`src/rtl/sseg_pkg.sv`:
```
// Shared definitions for the seven-segment scanner.
// Segment bit positions, scan states and pin polarity helper.
package sseg_pkg;

    localparam int SEG_A = 0;
    localparam int SEG_B = 1;
    localparam int SEG_C = 2;
    localparam int SEG_D = 3;
    localparam int SEG_E = 4;
    localparam int SEG_F = 5;
    localparam int SEG_G = 6;
    localparam int SEG_W = SEG_G + 1;

    // Widest vector the polarity helper handles; callers truncate.
    localparam int POL_W = 32;

    typedef enum logic {
        BLANK,
        DRIVE
    } scan_state_e;

    function automatic logic [POL_W-1:0] apply_polarity(
        input logic [POL_W-1:0] value,
        input logic             active_low
    );
        return active_low ? ~value : value;
    endfunction

endpackage

```
`src/rtl/sseg_prescaler.sv`:
```
// Slot timer for the scanner: counts clk cycles within one digit slot.
// slot_end flags the last cycle of the slot; clear holds it at zero.
module sseg_prescaler #(
    parameter int SlotCycles = 50000,
    parameter int CntW       = (SlotCycles > 1) ? $clog2(SlotCycles) : 1
) (
    input  logic            clk,
    input  logic            rst,
    input  logic            clear,
    output logic [CntW-1:0] count,
    output logic            slot_end
);

    localparam logic [CntW-1:0] LAST = CntW'(SlotCycles - 1);

    assign slot_end = (count == LAST);

    always_ff @(posedge clk) begin
        if (rst) begin
            count <= '0;
        end else if (clear || slot_end) begin
            count <= '0;
        end else begin
            count <= count + CntW'(1);
        end
    end

endmodule

```
`src/rtl/sseg_scanner.sv`:
```
// Time-multiplexed seven-segment driver with per-digit blanking guard.
// The digit bus is snapshotted once per frame so mid-scan writes never tear.
module sseg_scanner
    import sseg_pkg::*;
#(
    parameter int NumDigits    = 6,
    parameter int ClkHz        = 50000000,
    parameter int ScanHz       = 1000,
    parameter int BlankCycles  = 64,
    parameter bit SegActiveLow = 1'b1,
    parameter bit AnActiveLow  = 1'b1
) (
    input  logic                       clk,
    input  logic                       rst,
    input  logic                       enable,
    input  logic [SEG_W*NumDigits-1:0] dig,
    input  logic [NumDigits-1:0]       dp,
    output logic [SEG_W-1:0]           seg_out,
    output logic                       dp_out,
    output logic [NumDigits-1:0]       an_out,
    output logic                       frame_tick
);

    localparam int SlotCycles = ClkHz / ScanHz;
    localparam int CntW = (SlotCycles > 1) ? $clog2(SlotCycles) : 1;
    localparam int IdxW = $clog2(NumDigits);

    localparam logic [IdxW-1:0] LAST_IDX = IdxW'(NumDigits - 1);
    localparam logic [CntW-1:0] BLANK_LAST =
        CntW'((BlankCycles > 0) ? BlankCycles - 1 : 0);
    localparam scan_state_e SLOT_START = (BlankCycles > 0) ? BLANK : DRIVE;

    localparam logic [SEG_W-1:0] SEG_OFF =
        SEG_W'(apply_polarity('0, SegActiveLow));
    localparam logic DP_OFF = 1'(apply_polarity('0, SegActiveLow));
    localparam logic [NumDigits-1:0] AN_OFF =
        NumDigits'(apply_polarity('0, AnActiveLow));

    logic [CntW-1:0] count;
    logic            slot_end;
    logic            run;
    logic            first;
    logic            clear;
    logic            capture;
    logic            frame;

    scan_state_e     state, state_n;
    logic [IdxW-1:0] idx, idx_n;

    logic [NumDigits-1:0][SEG_W-1:0] snap, snap_n;
    logic [NumDigits-1:0]            snap_dp, snap_dp_n;

    logic [NumDigits-1:0] an_n;
    logic [SEG_W-1:0]     seg_n;
    logic                 dp_n;

    // First enabled cycle after reset or after enable rises restarts the scan.
    assign first = enable & ~run;
    assign clear = ~enable | first;

    sseg_prescaler #(
        .SlotCycles(SlotCycles),
        .CntW      (CntW)
    ) u_prescaler (
        .clk     (clk),
        .rst     (rst),
        .clear   (clear),
        .count   (count),
        .slot_end(slot_end)
    );

    always_comb begin
        state_n = state;
        idx_n   = idx;
        capture = 1'b0;
        frame   = 1'b0;
        if (!enable) begin
            state_n = BLANK;
            idx_n   = '0;
        end else if (first) begin
            state_n = SLOT_START;
            idx_n   = '0;
            capture = 1'b1;
        end else if (slot_end) begin
            state_n = SLOT_START;
            if (idx == LAST_IDX) begin
                idx_n   = '0;
                frame   = 1'b1;
                capture = 1'b1;
            end else begin
                idx_n = idx + IdxW'(1);
            end
        end else if (state == BLANK && count == BLANK_LAST) begin
            state_n = DRIVE;
        end
    end

    always_comb begin
        snap_n    = capture ? dig : snap;
        snap_dp_n = capture ? dp : snap_dp;
        an_n      = '0;
        seg_n     = '0;
        dp_n      = 1'b0;
        if (enable) begin
            seg_n = snap_n[idx_n];
            dp_n  = snap_dp_n[idx_n];
            if (state_n == DRIVE) begin
                an_n = NumDigits'(1) << idx_n;
            end
        end
    end

    // Pins are driven from next-cycle values so every output is a flop.
    always_ff @(posedge clk) begin
        if (rst) begin
            state      <= BLANK;
            idx        <= '0;
            run        <= 1'b0;
            snap       <= '0;
            snap_dp    <= '0;
            frame_tick <= 1'b0;
            an_out     <= AN_OFF;
            seg_out    <= SEG_OFF;
            dp_out     <= DP_OFF;
        end else begin
            state      <= state_n;
            idx        <= idx_n;
            run        <= enable;
            snap       <= snap_n;
            snap_dp    <= snap_dp_n;
            frame_tick <= frame;
            an_out     <= NumDigits'(apply_polarity(POL_W'(an_n), AnActiveLow));
            seg_out    <= SEG_W'(apply_polarity(POL_W'(seg_n), SegActiveLow));
            dp_out     <= 1'(apply_polarity(POL_W'(dp_n), SegActiveLow));
        end
    end

endmodule

```
`config.mk`:
```
export PLATFORM = sky130hd
export DESIGN_NAME = sseg_scanner
export DESIGN_NICKNAME = d
export VERILOG_FILES = /design/src/rtl/sseg_pkg.sv /design/src/rtl/sseg_prescaler.sv /design/src/rtl/sseg_scanner.sv
export SDC_FILE = /design/constraint.sdc
export NUM_CORES = 1
export LEC_CHECK = 0
export CAP_MARGIN = 20
export CORE_MARGIN = 3
export CORE_UTILIZATION = 55
export DETAILED_ROUTE_END_ITERATION = 10
export HOLD_SLACK_MARGIN = 0.06
export PLACE_DENSITY_LB_ADDON = 0.08
export SYNTH_ARGS = -nofsm -noshare
export SYNTH_HDL_FRONTEND = slang
export SYNTH_SLANG_ARGS = --single-unit
export TNS_END_PERCENT = 50
```
`constraint.sdc`:
```
create_clock -name clk -period 6 [get_ports clk]
set_clock_uncertainty 0.1 [all_clocks]
set_input_delay 1.8 -clock clk [delete_from_list [all_inputs] [get_ports clk]]
set_output_delay 1.8 -clock clk [all_outputs]
set_load 0.05 [all_outputs]
```
==> results.cfg <==
[yosys]
synthArstFlopShare = 0
syn_avg_cell_area_um2 = 9.13
synthCells = 382
synthTopCellsByArea = dfxtp_1 (48%), mux2i_1 (8.3%), nand2_1 (7.2%)
synth_nets = 434
synth_area_um2 = 3490
synthFlopType = dfxtp_1
ys_seq_area_frac = 0.482
synth_largest_area_cell = dfxtp_1
ys_seq_elements = 84
synth-edff-count = 0
synth_top_area_frac = 0.482
ys_top_cells_by_count = dfxtp_1 (84), nand2_1 (67), nor2_1 (46)
yosys_warnings = 0
yosysMostFrequentCell = dfxtp_1
yosysUniqueCellTypes = 48

[grt]
grt_pass1_vias = 2839
antenna_found_initial = 0
overflow = 0
grt_max_degree = 53
grt_pass1_wl_um = 13500
grt_util_all_layers = 0.233

[flow_run]
drv_cap = 0

[setup_path]
r2r_slack_ps = 2590
cp.required_ps = 6160
worstPathArrival_ps = 4770
cp_top_family = compound AO/OA/AOI/OAI gates
critPathCaptureType = flop
critPathMaxFanout = 28
crit_path_start_kind = input pin
path_cells = clkdlybuf4s50_1 > inv_1 > nor3_1 > a32oi_4 > buf_4 > nand2_1 > o221ai_1 > a2bb2oi_1
path_class = input pin to flop
crit_path_max_incr_delay_ps = 1000
crit_buf_inv = 3
critPathSlowestCell = a32oi_4

[clock_tree]
cts_tree = yes
cts_made_buffers = 9
ctsHoldBuffers = 0
cts.sinks = 84
clk-insertion-delay-late_ps = 350
cts_setup_buffers = 0
cts-root-buf = clkbuf_8
cts.clk_slew.worst_paths_ps = 80
htreeDepth = 3
clk_path_buf_depth = 2
post_cts_resized = 0

[drt]
vias_per_cell = 5.70
vias = 2960
post_drt_wl_per_cell_um = 16.0
final_antenna_net_count = 0
drt-initial-drc-count = 227
dr.pass1.iters = 5
routed_wl_um = 8300
drc = 0

[place]
dp.cells = 505
port_buffers = 65
pre_cts_ws_ps = 1160
place_area_um2 = 4170
gp_congestion = 0.796
dp_hpwl_um = 5730

[floorplanning]
row_count = 28
io_pins = 66
fp.dieH_um = 85.6
dieArea_um2 = 7330
die_width_um = 85.6
core-area_um2 = 6030
initial_core_util = 0.579

[power]
peakVddDrop_v = 0.000187
leakage_nw = 1.72
power_density_nw_per_um2 = 251

[timing]
setup_slack_ps = 1400
setup_tns_ps = 0
worst_pin_slew_ps = 1190
finalHoldViolations = 0
fin_crit_ps = 4600
max-slew-margin-rel = 0.207
setup_viol = 0
rsz0062_at_grt = false
final_max_slew_viol_count = 0
fmax_ghz = 0.217
fin_crit_sh = 0.767

[worst_hold_path]
hp-class = flop to flop

[final_layout]
fillers = 488
instances_no_fill = 519
syn2layout_area_growth_pct = 24.6
diodes = 0
layout.nets = 493
fin_area_um2 = 4350
drive_above_1_share = 0.0743

[run_status]
status = finished, final reports clean
## power by group
| part | total [W] | switching (W) | internal [W] | leakage [nW] |
|---|---|---|---|---|
| clock network | 0.000384 | 0.000196 | 0.000188 | 0.0805 |
| logic | 0.000121 | 0.0000595 | 0.0000614 | 0.953 |
| registers | 0.000587 | 0.00000839 | 0.000578 | 0.686 |
| total | 0.00109 | 0.000264 | 0.000828 | 1.72 |
## final timing paths
path | startpoint | cells past startpoint | to
hold / removal | snap[18] | 2 | snap[18]
setup reg to reg | u_prescaler.count[0] | 8 | seg_out[6]
hold reg to reg | snap[18] | 2 | snap[18]
setup / recovery | enable | 8 | seg_out[6]
## metal layers
layer	vias up	share of wire	track usage	routed length [µm]
met4	0	0.023	0.111	191
met2	103	0.46	0.352	3820
met5	-	0	0	0
met1	1387	0.46	0.320	3810
met3	19	0.057	0.0461	469
li1	1451	-	-	-
## registers in the layout, indices dropped and copies added (netlist names)
register,cells
an_out,6
seg_out,7
state,1
snap_dp,6
idx,3
run,1
snap,42
frame_tick,1
dp_out,1
u_prescaler.count,16
## tightest hold or removal path: cells and delay by family, from the launching register on
family | cells | cell delay [ps]
compound gates | 1 | 50
simple gates | 1 | 50
flops | 1 | 310
## logic make-up after synthesis
kind of cell,after synthesis,synth area share
AOI/OAI and AO/OA,72,0.145
DFF,84,0.482
muxes,32,0.0940
buffers and inverters,24,0.0341
adders and majority gates,1,0.00359
xor gates and xnor gates,12,0.0355
and+or+nand+nor,157,0.206
## area by class of cell
cell class	count	area (µm²)	share of cell area
clock buffer	10	128	0.0294
clock inverter	4	52.6	0.0121
inverter	5	18.8	0.00432
multi-input combinational	274	1710	0.392
sequential	84	1680	0.387
tap	75	93.8	0.0216
timing repair buffer	67	666	0.153
## stage by stage
stage | utilization | hold WS (ps) | power, W
finish | 0.721 | 352 | 0.00109
global route | 0.721 | 372 | 0.00114
CTS | 0.721 | 355 | 0.00109
detailed placement | 0.691 | 344 | 0.000719
global placement | 0.691 | 338 | 0.000717
floorplan | - | 329 | 0.000667
## placed cells by master, fill, tap and decap left out, drive strengths merged, types with 2 or more instances in the layout
cell type      instances
dfxtp                 84
nand2                 70
clkdlybuf4s50         65
nor2                  46
mux2i                 29
a21oi                 29
nand3                 11
clkbuf                10
nor3                   8
o21ai                  8
o22ai                  7
o221ai                 7
xor2                   6
xnor2                  6
and3                   5
inv                    5
a2bb2oi                5
nor2b                  4
a32oi                  4
or3                    3
and2                   3
o221a                  3
clkinvlp               3
mux2                   3
o211ai                 3
and4                   2
nand4                  2
buf                    2
No activity file was read; power rests on OpenSTA's default activity.
